$ cat src/rtl/adc_sar_ctrl_if.sv
// Analog front-end / core handshake bundle for the SAR ADC controller.
// slave modport is the controller side; master is the front end / core side.
interface adc_sar_ctrl_if #(
  parameter int unsigned RES = 10
);
  logic           start;
  logic           cmp;
  logic           smpl;
  logic [RES-1:0] dac;
  logic           busy;
  logic           done;
  logic [RES-1:0] dout;

  modport master (output start, cmp, input smpl, dac, busy, done, dout);
  modport slave  (input start, cmp, output smpl, dac, busy, done, dout);
endinterface

$ cat src/rtl/adc_sar_ctrl.sv
// Successive-approximation ADC controller: sample phase, binary search on CMP, result + DONE strobe.
// Optional 4-pass averaging enabled by defining ADC_SAR_AVG_EN.
module adc_sar_ctrl #(
  parameter int unsigned RES        = 10,
  parameter int unsigned SAMPLE_CYC = 4
) (
  input logic           clk,
  input logic           rst,
  adc_sar_ctrl_if.slave bus
);
  localparam int unsigned BW = $clog2(RES);
  localparam int unsigned SW = $clog2(SAMPLE_CYC + 1);
  localparam logic [RES-1:0] MSB = {1'b1, {(RES-1){1'b0}}};

  typedef enum logic [1:0] {IDLE, SAMPLE, CONV} state_t;

  state_t         state;
  logic [SW-1:0]  scnt;
  logic [BW-1:0]  bit_idx;
  logic [RES-1:0] res;
  logic [RES-1:0] res_n;
  logic [RES-1:0] trial;
  logic [RES-1:0] result;

`ifdef ADC_SAR_AVG_EN
  logic [1:0]     pass;
  logic [RES+1:0] acc;
  logic [RES+1:0] acc_n;
`endif

  always_comb begin
    res_n          = res;
    res_n[bit_idx] = bus.cmp;
    trial          = res_n;
    if (bit_idx != '0) trial[bit_idx - BW'(1)] = 1'b1;
`ifdef ADC_SAR_AVG_EN
    acc_n  = acc + {2'b00, res_n};
    result = acc_n[RES+1:2];
`else
    result = res_n;
`endif
  end

  always_ff @(posedge clk) begin
    if (rst) begin
      state    <= IDLE;
      scnt     <= '0;
      bit_idx  <= '0;
      res      <= '0;
      bus.smpl <= 1'b0;
      bus.dac  <= '0;
      bus.busy <= 1'b0;
      bus.done <= 1'b0;
      bus.dout <= '0;
`ifdef ADC_SAR_AVG_EN
      pass     <= '0;
      acc      <= '0;
`endif
    end else begin
      bus.done <= 1'b0;
      case (state)
        IDLE: begin
          if (bus.start) begin
            state    <= SAMPLE;
            scnt     <= '0;
            bus.smpl <= 1'b1;
            bus.busy <= 1'b1;
`ifdef ADC_SAR_AVG_EN
            pass     <= '0;
            acc      <= '0;
`endif
          end
        end
        SAMPLE: begin
          if (scnt == SW'(SAMPLE_CYC - 1)) begin
            state    <= CONV;
            bus.smpl <= 1'b0;
            bus.dac  <= MSB;
            bit_idx  <= BW'(RES - 1);
            res      <= '0;
          end else begin
            scnt <= scnt + SW'(1);
          end
        end
        CONV: begin
          res <= res_n;
          if (bit_idx != '0) begin
            bus.dac <= trial;
            bit_idx <= bit_idx - BW'(1);
          end else begin
`ifdef ADC_SAR_AVG_EN
            if (pass != 2'd3) begin
              state    <= SAMPLE;
              scnt     <= '0;
              bus.smpl <= 1'b1;
              bus.dac  <= '0;
              acc      <= acc_n;
              pass     <= pass + 2'd1;
            end else
`endif
            begin
              bus.dout <= result;
              bus.done <= 1'b1;
              bus.dac  <= '0;
              // A START on the finishing edge chains straight into the next
              // sample phase so back-to-back conversions have no idle gap.
              if (bus.start) begin
                state    <= SAMPLE;
                scnt     <= '0;
                bus.smpl <= 1'b1;
`ifdef ADC_SAR_AVG_EN
                pass     <= '0;
                acc      <= '0;
`endif
              end else begin
                state    <= IDLE;
                bus.busy <= 1'b0;
              end
            end
          end
        end
        default: state <= IDLE;
      endcase
    end
  end
endmodule

$ cat src/flat_wrapper.sv
// flat-port wrapper written by rule: the top's interface ports become plain ports
module adc_sar_ctrl_flat 
#(
  parameter int unsigned RES        = 10,
  parameter int unsigned SAMPLE_CYC = 4
)
  (clk, rst, bus_start, bus_cmp, bus_smpl, bus_dac, bus_busy, bus_done, bus_dout);
  adc_sar_ctrl_if #(.RES(RES)) bus_i ();
  input logic clk;
  input logic rst;
  input wire logic [$bits(bus_i.start)-1:0] bus_start;
  input wire logic [$bits(bus_i.cmp)-1:0] bus_cmp;
  output wire logic [$bits(bus_i.smpl)-1:0] bus_smpl;
  output wire logic [$bits(bus_i.dac)-1:0] bus_dac;
  output wire logic [$bits(bus_i.busy)-1:0] bus_busy;
  output wire logic [$bits(bus_i.done)-1:0] bus_done;
  output wire logic [$bits(bus_i.dout)-1:0] bus_dout;
  assign bus_i.start = bus_start;
  assign bus_i.cmp = bus_cmp;
  assign bus_smpl = bus_i.smpl;
  assign bus_dac = bus_i.dac;
  assign bus_busy = bus_i.busy;
  assign bus_done = bus_i.done;
  assign bus_dout = bus_i.dout;
  adc_sar_ctrl #(.RES(RES), .SAMPLE_CYC(SAMPLE_CYC)) u_core (.clk(clk), .rst(rst), .bus(bus_i));
endmodule
$ cat config.mk
export PLATFORM = sky130hd
export DESIGN_NAME = adc_sar_ctrl_flat
export DESIGN_NICKNAME = d
export VERILOG_FILES = /design/src/rtl/adc_sar_ctrl_if.sv /design/src/rtl/adc_sar_ctrl.sv /design/src/flat_wrapper.sv
export SDC_FILE = /design/constraint.sdc
export NUM_CORES = 1
export LEC_CHECK = 0
export ABC_CLOCK_PERIOD_IN_PS = 3400
export BUFFER_PORTS_ARGS = -buffer_cell sky130_fd_sc_hd__buf_2
export CAP_MARGIN = 20
export CORE_ASPECT_RATIO = 0.6
export CORE_UTILIZATION = 40
export DETAILED_ROUTE_END_ITERATION = 8
export GPL_ROUTABILITY_DRIVEN = 0
export PLACE_DENSITY = 0.55
export SYNTH_ARGS = -nofsm -noshare
export SYNTH_HDL_FRONTEND = slang
export SYNTH_SLANG_ARGS = --single-unit
$ cat constraint.sdc
create_clock -name clk -period 3.4 [get_ports clk]
set_clock_uncertainty 0.05 [all_clocks]
set_input_delay 0.68 -clock clk [delete_from_list [all_inputs] [get_ports clk]]
set_output_delay 0.68 -clock clk [all_outputs]
set_load 0.03 [all_outputs]
* After elaboration in Yosys (flattened, before gate mapping) *
Cells that the tools add are included.

cells by class
  $add $sub $neg = 2
  multipliers = 0
  div/mod/pow operators = 0
  $lt $le $gt $ge = 4
  equality and inequality tests = 9
  shift operators = 0
  multiplexer cells = 31
  bitwise logic cells = 3
  reductions and logical operators = 15

operator list
  kind                 count
  $pmux 10 s2          2
  $mux 10              3
  $reduce_and 3->1     4
  $bwmux 10            1
  $lt 4x5->1 const B   2
  $mux 1               10
  $or 10x10->10        1
  $mux 3               3
  $pmux 3 s3           1
  $demux 1 s4          2
  $ge 4x1->1 const B   2
  $mux 4               2
  $ne 2x2->1 const B   4
  $pmux 4 s2           1
  $mux 2               3
  $pmux 2 s3           1
  $ne 2x1->1 const B   2
  $reduce_and 2->1     2
  $reduce_and 4->1     1
  $reduce_bool 2->1    2
  $reduce_bool 4->1    1
  $sub 4x1->4 const B  1
  $add 3x1->3 const B  1
  $eq 3x2->1 const B   1
  other kinds (9)      11

storage, ports and cells
  bits in registers = 42
  bits in latches = 0
  bits in writable memories = 0
  ROM bits = 0
  input bits = 4
  output and inout bits = 23
  word-level logic and storage cells = 73
  memories = 0

* Longest topological paths before layout *
Gate-level depths: netlist (run 1).

  depth in word-level cells = 8
  gate-level depth with buffers = 9

* Worst setup path after synthesis (run 1) *
No wires, ideal clock.

  kind = reg2reg
  start point = register u_core.bit_idx[0]
  end point = register u_core.bus.dac[2]
  data arrival time = 1.965 ns
  required time = 3.259 ns
  slack = 1.294 ns
  cell stages (with the launch flop) = 9
  clock period less this slack = 2.106 ns
  cell sequence = dfxtp_1 clkbuf_1 inv_1 ha_1 clkbuf_1 or4_1 nand2_1 nand3_1 a311oi_1

on the way
  cells in the longest elaborated chain, start to end = 8

RTL lines
  what                                                               RTL line                                source
  from (decl)                                                        adc_sar_ctrl.sv:19                      logic [BW-1:0] bit_idx;
  from (signal assigned)                                             adc_sar_ctrl.sv:79                      bit_idx <= BW'(RES - 1);
  from (signal assigned)                                             adc_sar_ctrl.sv:89                      bit_idx <= bit_idx - BW'(1);
  $sub 4x1->4, or another cell as far along                          adc_sar_ctrl.sv:35                      if (bit_idx != '0) trial[bit_idx - BW'(1)] = 1'b1;
  $lt 4x5->1 (not written as such), or another cell as far along     adc_sar_ctrl.sv:35
  $logic_and 1x1->1 (not written as such) or $mux 1 (tied branches)  adc_sar_ctrl.sv:35, adc_sar_ctrl.sv:33
  $mux 1 (not written as such) or $demux 1 s4 (tied branches)        -
  $demux 1 s4 or $bwmux 10 (tied branches)                           -
  $or 10x10->10 (no source line)                                     -
  $mux 10 *                                                          adc_sar_ctrl.sv:87                      if (bit_idx != '0) begin
  $pmux 10 s2 *                                                      adc_sar_ctrl.sv:61                      case (state)
  to (signal assigned)                                               adc_sar_ctrl.sv:88                      bus.dac <= trial;
  to (decl)                                                          adc_sar_ctrl_if.sv:15                   modport slave (input start, cmp, output smpl, dac, busy, done, dout);

Mark *: on every way between the ends. The rest lies on a longest branch, timed or not.
A chain may end at the register's enable or synchronous reset.

* Worst setup path after layout (run 1) *
  start point = register u_core.bit_idx[0]
  end point = register u_core.scnt[2]

on the way
  cells in the longest elaborated chain, start to end = 3

RTL lines
  what                               RTL line            source
  $reduce_bool 4->1                  adc_sar_ctrl.sv:87
  $ne 2x2->1 (no source line)        -
  $reduce_and 3->1 (no source line)  -
  to (signal assigned)               adc_sar_ctrl.sv:82  scnt <= scnt + SW'(1);
  to (decl)                          adc_sar_ctrl.sv:18  logic [SW-1:0] scnt;

No other way between the ends.

==> flow_summary.json, run 1 <==
{
  "rsz0062_at_grt": "false",
  "clkSinkCount": 42,
  "yosysMostFrequentCell": "dfxtp_1",
  "pwr_density_cell_mw_per_mm2": 708,
  "postRouteAntennaNets": 0,
  "cp_top_family": "simple AND/OR/NAND/NOR gates",
  "ios": 27,
  "synth_top_area_cell": "dfxtp_1",
  "required_ps": 3500,
  "wl_per_cell_um": 15.6,
  "drive_gt1_share_pct": 16.2,
  "crit_path_end_kind": "register",
  "max_slew_margin_pct": 37.2,
  "syn_inst": 280,
  "synth_common_cells": "dfxtp_1, nor2_1, a21oi_1",
  "n_fill_cell": 574,
  "firstDrtPassIters": 4,
  "fin_ws_ps": 859,
  "h-tree-depth": 2,
  "hold_class": "reg2reg",
  "place_ws_ps": 925,
  "ys_ff_latch": 42,
  "nNetsFinal": 311,
  "max-vdd-ir-drop_mv": 0.449,
  "fin_setup_tns_ps": 0,
  "maxCapViolCount": 0,
  "critPathBufInv": 1,
  "grtUsageTotal_pct": 21.0,
  "final_area_mm2": 0.00262,
  "cts_tree": "built",
  "hold_viol": 0,
  "die_h_um": 60.9,
  "dp_hpwl_mm": 4.08,
  "grt_pass1_vias": 1799,
  "synth_top_area_share_pct": 36.3,
  "cts_buffers": 5,
  "routed_wl_mm": 5.85,
  "synthTopCellsByArea": "dfxtp_1, a21oi_1, ha_1",
  "drcViolationCount": 0,
  "async_flop_share_pct": 0,
  "ys_warn_count": 0,
  "numPortBuffers": 26,
  "slowest_stage": "or3b_1",
  "drtIter0Drc": 157,
  "seq_area_frac_synth_pct": 36.3,
  "clock_path_buffers": 2,
  "synth_ff_type": "dfxtp_1",
  "critPathKind": "reg2reg",
  "synth_edf_count": 0,
  "die_w_um": 100,
  "avgViaCountPerCell": 5.48,
  "start_util_pct": 41.5,
  "coreArea_mm2": 0.00557,
  "synth_area_mm2": 0.00231,
  "n_antenna_cell": 0,
  "holdBufCountCts": 0,
  "slowest_delay_ps": 580,
  "cellLeakagePower_nw": 0.991,
  "setup_viol": 0,
  "outcome": "finished clean",
  "tightest_slew_ps": 924,
  "syn_nets": 295,
  "grt_max_degree": 43,
  "root_buffer": "clkbuf_8",
  "dpl-instance-area_mm2": 0.00250,
  "cp_max_fo": 13,
  "worstSetupStartpointType": "register",
  "rows": 21,
  "post_cts_buffers": 0,
  "max_freq_ghz": 0.393,
  "dieArea_mm2": 0.00610,
  "grt_pass1_wl_mm": 9.72,
  "grt_antenna_before_repair": 0,
  "period_share_pct": 74.7,
  "avgSynthCellArea_um2": 8.26,
  "arrival_ps": 2640,
  "clk_pin_slew_worst_paths_ps": 80,
  "dr_total_vias": 2061,
  "synth.distinct_cells": 49,
  "layout.area.seq_um2": 841,
  "ctsResizeCount": 0,
  "area_growth_pct": 13.1,
  "clk_latency_ps": 300,
  "grt-ovfl-total": 0,
  "slew_viol_final": 0,
  "multi_input_area_mm2": 0.00136,
  "min_period_ps": 2540,
  "crit_chain": "inv_1 > ha_1 > or3b_1 > a2111oi_4 > nand2b_1 > a21oi_1"
}
layout by cell type (no fill, tap or decap), drive strengths merged, types with 2 or more instances in the layout:
cell type	instances
a2111oi	2
clkbuf	6
o21ai	6
nand2	16
nor2b	4
or3	2
nor3	9
nand2b	7
nand3b	8
a31oi	7
dfxtp	42
a22oi	2
a32oi	2
mux2i	7
a21oi	32
mux2	2
a311oi	6
o31ai	3
a21boi	2
inv	7
nor2	32
or2	2
a21o	2
a211oi	7
ha	11
nand3	12
a2bb2oi	8
or3b	2
buf	32
a221oi	2
and2	3
worst paths after layout:
path         slack [ps]              start                end  depth (start not counted)
max                 860  u_core.bit_idx[0]     u_core.scnt[2]                          6
min                 410  u_core.bus.dac[7]  u_core.bus.dac[7]                          2
max reg2reg         860  u_core.bit_idx[0]     u_core.scnt[2]                          6
min reg2reg         410  u_core.bus.dac[7]  u_core.bus.dac[7]                          2
report_power, final:
part | internal [mW] | switching (mW) | total [mW]
clock | 0.235 | 0.179 | 0.414
sequential | 0.553 | 0.0481 | 0.601
combinational | 0.292 | 0.546 | 0.838
total | 1.08 | 0.773 | 1.85
state kept, by name, indices dropped and copies added, names as in the netlist, 2 cells and up:
register and flops:
u_core.scnt 3, u_core.bus.dout 10, u_core.state 2, u_core.res 10, u_core.bus.dac 10, u_core.bit_idx 4
final cells by class:
type | count | area share, %
inverter | 8 | 1.15
clock inverter | 1 | 1.15
multi-input combinational | 207 | 51.9
tap | 80 | 3.82
timing repair buffer | 32 | 6.69
clock buffer | 6 | 3.15
sequential | 42 | 32.1
per-layer routing:
metal	up-vias	GRT usage, %	routed length [um]
met5	-	0	0
met4	0	5.38	53
met3	7	4.84	249
met2	33	28.9	2260
met1	976	32.3	3290
li1	1045	-	-
through the flow:
stage	utilization (%)	std cells	hold slack, ps	power (mW)
after floorplan	-	280	396	1.25
after global placement	45.0	369	401	1.44
after detailed placement	45.0	369	405	1.44
after CTS	47.0	376	420	1.85
after global routing	47.0	376	432	1.98
final	47.0	376	411	1.85
worst reg2reg max path, stage by stage, from the launching register on:
cell,delay (ps)
dfxtp_1,430
inv_1,150
ha_1,420
or3b_1,580
a2111oi_4,540
nand2b_1,160
a21oi_1,50
kinds of logic after synthesis:
family          after synthesis  share of synthesized area [%]
simple gates                103                           22.8
fa+ha+maj                    11                           5.95
mux                           9                           4.00
compound gates               84                           25.2
buf+inv                      31                           5.73
flops                        42                           36.3
(Power assumes the default switching activity.)
==> inputs of run 2 (changes only) <==
ABC_AREA = 1   (was default)
ABC_CLOCK_PERIOD_IN_PS = 2050   (was 3400)
PLACE_DENSITY = 0.58   (was 0.55)
clock period = 2.05 ns   (was 3.4 ns; I/O delays follow)
==> run 2 against run 1 <==
Sequential cell count is the same. Non-clock buffer count grew 4. Sequential share of layout area grew 2.4 points. Clock power grew 57%.
==> flow_summary.json, run 2 <==
{
  "period_share_pct": 90.6,
  "drcViolationCount": 0,
  "fin_ws_ps": 194,
  "crit_chain": "inv_1 > ha_1 > nand2_4 > nand2_4 > nor2_2 > nand2_1 > a21oi_1",
  "syn_nets": 311,
  "numPortBuffers": 26,
  "postRouteAntennaNets": 0,
  "hold_viol": 0,
  "coreArea_mm2": 0.00480,
  "layout.cells.non_filler": 392,
  "routed_wl_mm": 5.30,
  "synth_top_area_cell": "dfxtp_1",
  "worstSetupStartpointType": "register",
  "regToRegStartpoint": "u_core.bit_idx[1]",
  "cp_max_fo": 9,
  "synth_area_mm2": 0.00210,
  "worstReg2RegEnd": "u_core.bus.dac[1]",
  "rows": 19,
  "die_w_um": 95.4,
  "avgViaCountPerCell": 4.95,
  "p_clk_share_pct": 20.5,
  "mostFrequentLayoutCells": "nand2_1, a21oi_1, dfxtp_1",
  "grt_antenna_before_repair": 0,
  "drtIter0Drc": 144,
  "synth_edf_count": 0,
  "max-vdd-ir-drop_mv": 0.553,
  "cts_buffers": 5,
  "grtUsageTotal_pct": 21.7,
  "synth_top_area_share_pct": 40.1,
  "final_common_cell": "nand2_1",
  "pwr_density_cell_mw_per_mm2": 1300,
  "crit_path_end_kind": "register",
  "nNetsFinal": 343,
  "swShare_pct": 44.4,
  "final_area_mm2": 0.00243,
  "hold_class": "in2reg",
  "clock_path_buffers": 2,
  "total_power_mw": 3.16,
  "holdCritStartpoint": "bus_start",
  "max_freq_ghz": 0.539,
  "start_util_pct": 43.6,
  "die_h_um": 58.1,
  "slew_viol_final": 0,
  "clk_latency_ps": 300,
  "cts_tree": "built",
  "n_fill_cell": 491,
  "root_buffer": "clkbuf_8",
  "synth.distinct_cells": 26,
  "tightest_slew_ps": 497,
  "syn_inst": 296,
  "cellLeakagePower_nw": 1.10,
  "grt_pass1_wl_mm": 8.85,
  "p_sw_mw": 1.40,
  "h-tree-depth": 2,
  "worst-r2r-cell-count": 7,
  "avgSynthCellArea_um2": 7.08,
  "place_ws_ps": 172,
  "min_to": "u_core.bus.smpl",
  "fin_setup_tns_ps": 0,
  "area_growth_pct": 16.1,
  "dp_hpwl_mm": 3.89,
  "grt_max_degree": 28,
  "ys_ff_latch": 42,
  "min_period_ps": 1860,
  "wl_per_cell_um": 13.5,
  "arrival_ps": 2040,
  "slowest_delay_ps": 460,
  "clk_pin_slew_worst_paths_ps": 80,
  "cpMostUsedCell": "nand2_4",
  "holdPathStages": 3,
  "dieArea_mm2": 0.00554,
  "required_ps": 2230,
  "dpl-instance-area_mm2": 0.00230,
  "ios": 27,
  "synth_common_cells": "nand2_1, a21oi_1, dfxtp_1",
  "drive_gt1_share_pct": 16.1,
  "p_seq_share_pct": 33.6,
  "critPathKind": "reg2reg",
  "grt-ovfl-total": 0,
  "async_flop_share_pct": 0,
  "dr_total_vias": 1942,
  "outcome": "finished clean",
  "dpl.cell_count": 382,
  "maxCapViolCount": 0,
  "slowest_stage": "dfxtp_1",
  "clkSinkCount": 42,
  "seq_area_frac_synth_pct": 40.1,
  "synth_ff_type": "dfxtp_1",
  "r2r_slack_ps": 190,
  "reg_top3": "u_core.bus.dac (10), u_core.bus.dout (10), u_core.res (10)",
  "rsz0062_at_grt": "false",
  "p_int_mw": 1.76,
  "setup_viol": 0,
  "synthTopCellsByArea": "dfxtp_1, nand2_1, a21oi_1",
  "grt_pass1_vias": 1810,
  "firstDrtPassIters": 4,
  "ys_warn_count": 0,
  "max_slew_margin_pct": 66.8,
  "p_comb_share_pct": 45.9,
  "yosysMostFrequentCell": "nand2_1",
  "n_antenna_cell": 0
}
run 2: changes by cell type in the layout (fill, tap and decap cells not counted), moves of 7 or more:
cell | previous run | this run
a21oi_1 | 31 | 43
nand2_1 | 16 | 85
nor3_1 | 9 | 0
nand2b_1 | 7 | 0
nand4_1 | 1 | 10
nor2_1 | 32 | 20
o21ai_0 | 4 | 20
nand3b_1 | 8 | 0
a2bb2oi_1 | 8 | 0
inv_1 | 6 | 27
run 2: power by group through the flow:
stage	clock (mW)	sequential [mW]	combinational, mW
floorplan	0	1.22	0.890
global placement	0	1.08	1.42
detailed placement	0	1.08	1.41
CTS	0.662	1.06	1.41
global route	0.690	1.08	1.62
finish	0.648	1.06	1.45
run 2: how the worst max path moves through the flow:
stage | end | start | cells past startpoint | slack [ps]
floorplan | u_core.bus.dac[8] | u_core.state[0] | 8 | 500
global placement | u_core.bit_idx[2] | u_core.state[0] | 8 | 180
detailed placement | u_core.bus.dac[9] | u_core.state[0] | 8 | 170
CTS | u_core.bus.dac[9] | u_core.state[0] | 8 | 160
global route | u_core.bus.dac[0] | u_core.bit_idx[1] | 7 | 20
finish | u_core.bus.dac[1] | u_core.bit_idx[1] | 7 | 190
run 2: routing by layer:
layer	track usage, %	part of all wire [%]
met1	33.7	55
met2	27.0	33
met3	7.22	11
met4	7.68	1.4
met5	0	0
run 2: cell type report:
type	count	area [um2]	share of cell area, %
clock buffer	6	72.6	2.98
clock inverter	2	37.5	1.54
inverter	29	113	4.63
multi-input combinational	214	1090	44.6
sequential	42	841	34.6
tap	63	78.8	3.24
timing repair buffer	36	205	8.43
run 2: worst max-delay path: cells and delay by family, from the launching register on:
kind,cells,cell delay (ps)
buffers and inverters,1,130
AND/OR/NAND/NOR,4,730
adder cells (fa/ha/maj),1,290
flip-flops,1,460
AO/OA/AOI/OAI,1,130
run 2: logic make-up (layout without fill, tap and decap cells):
kind of cell / Yosys count / count (layout) / share of synthesized area, %
AO/OA/AOI/OAI: 69 / 69 / 17.1
adder cells (fa/ha/maj): 11 / 11 / 6.57
buffers and inverters: 40 / 73 / 8.06
flip-flops: 42 / 42 / 40.1
AND/OR/NAND/NOR: 134 / 134 / 28.2
run 2: through the flow:
stage                     hold slack, ps  util [%]
final                                364      50.7
after floorplan                      383         -
after global routing                 380      50.7
after global placement               384      48.0
after detailed placement             392      48.0
after CTS                            361      50.3
run 2: what timing repair did:
action	4_1_cts	5_1_grt
resized for setup	0	1
endpoints found under the setup margin	0	5
hold buffers	0	0
buffers inserted	0	2
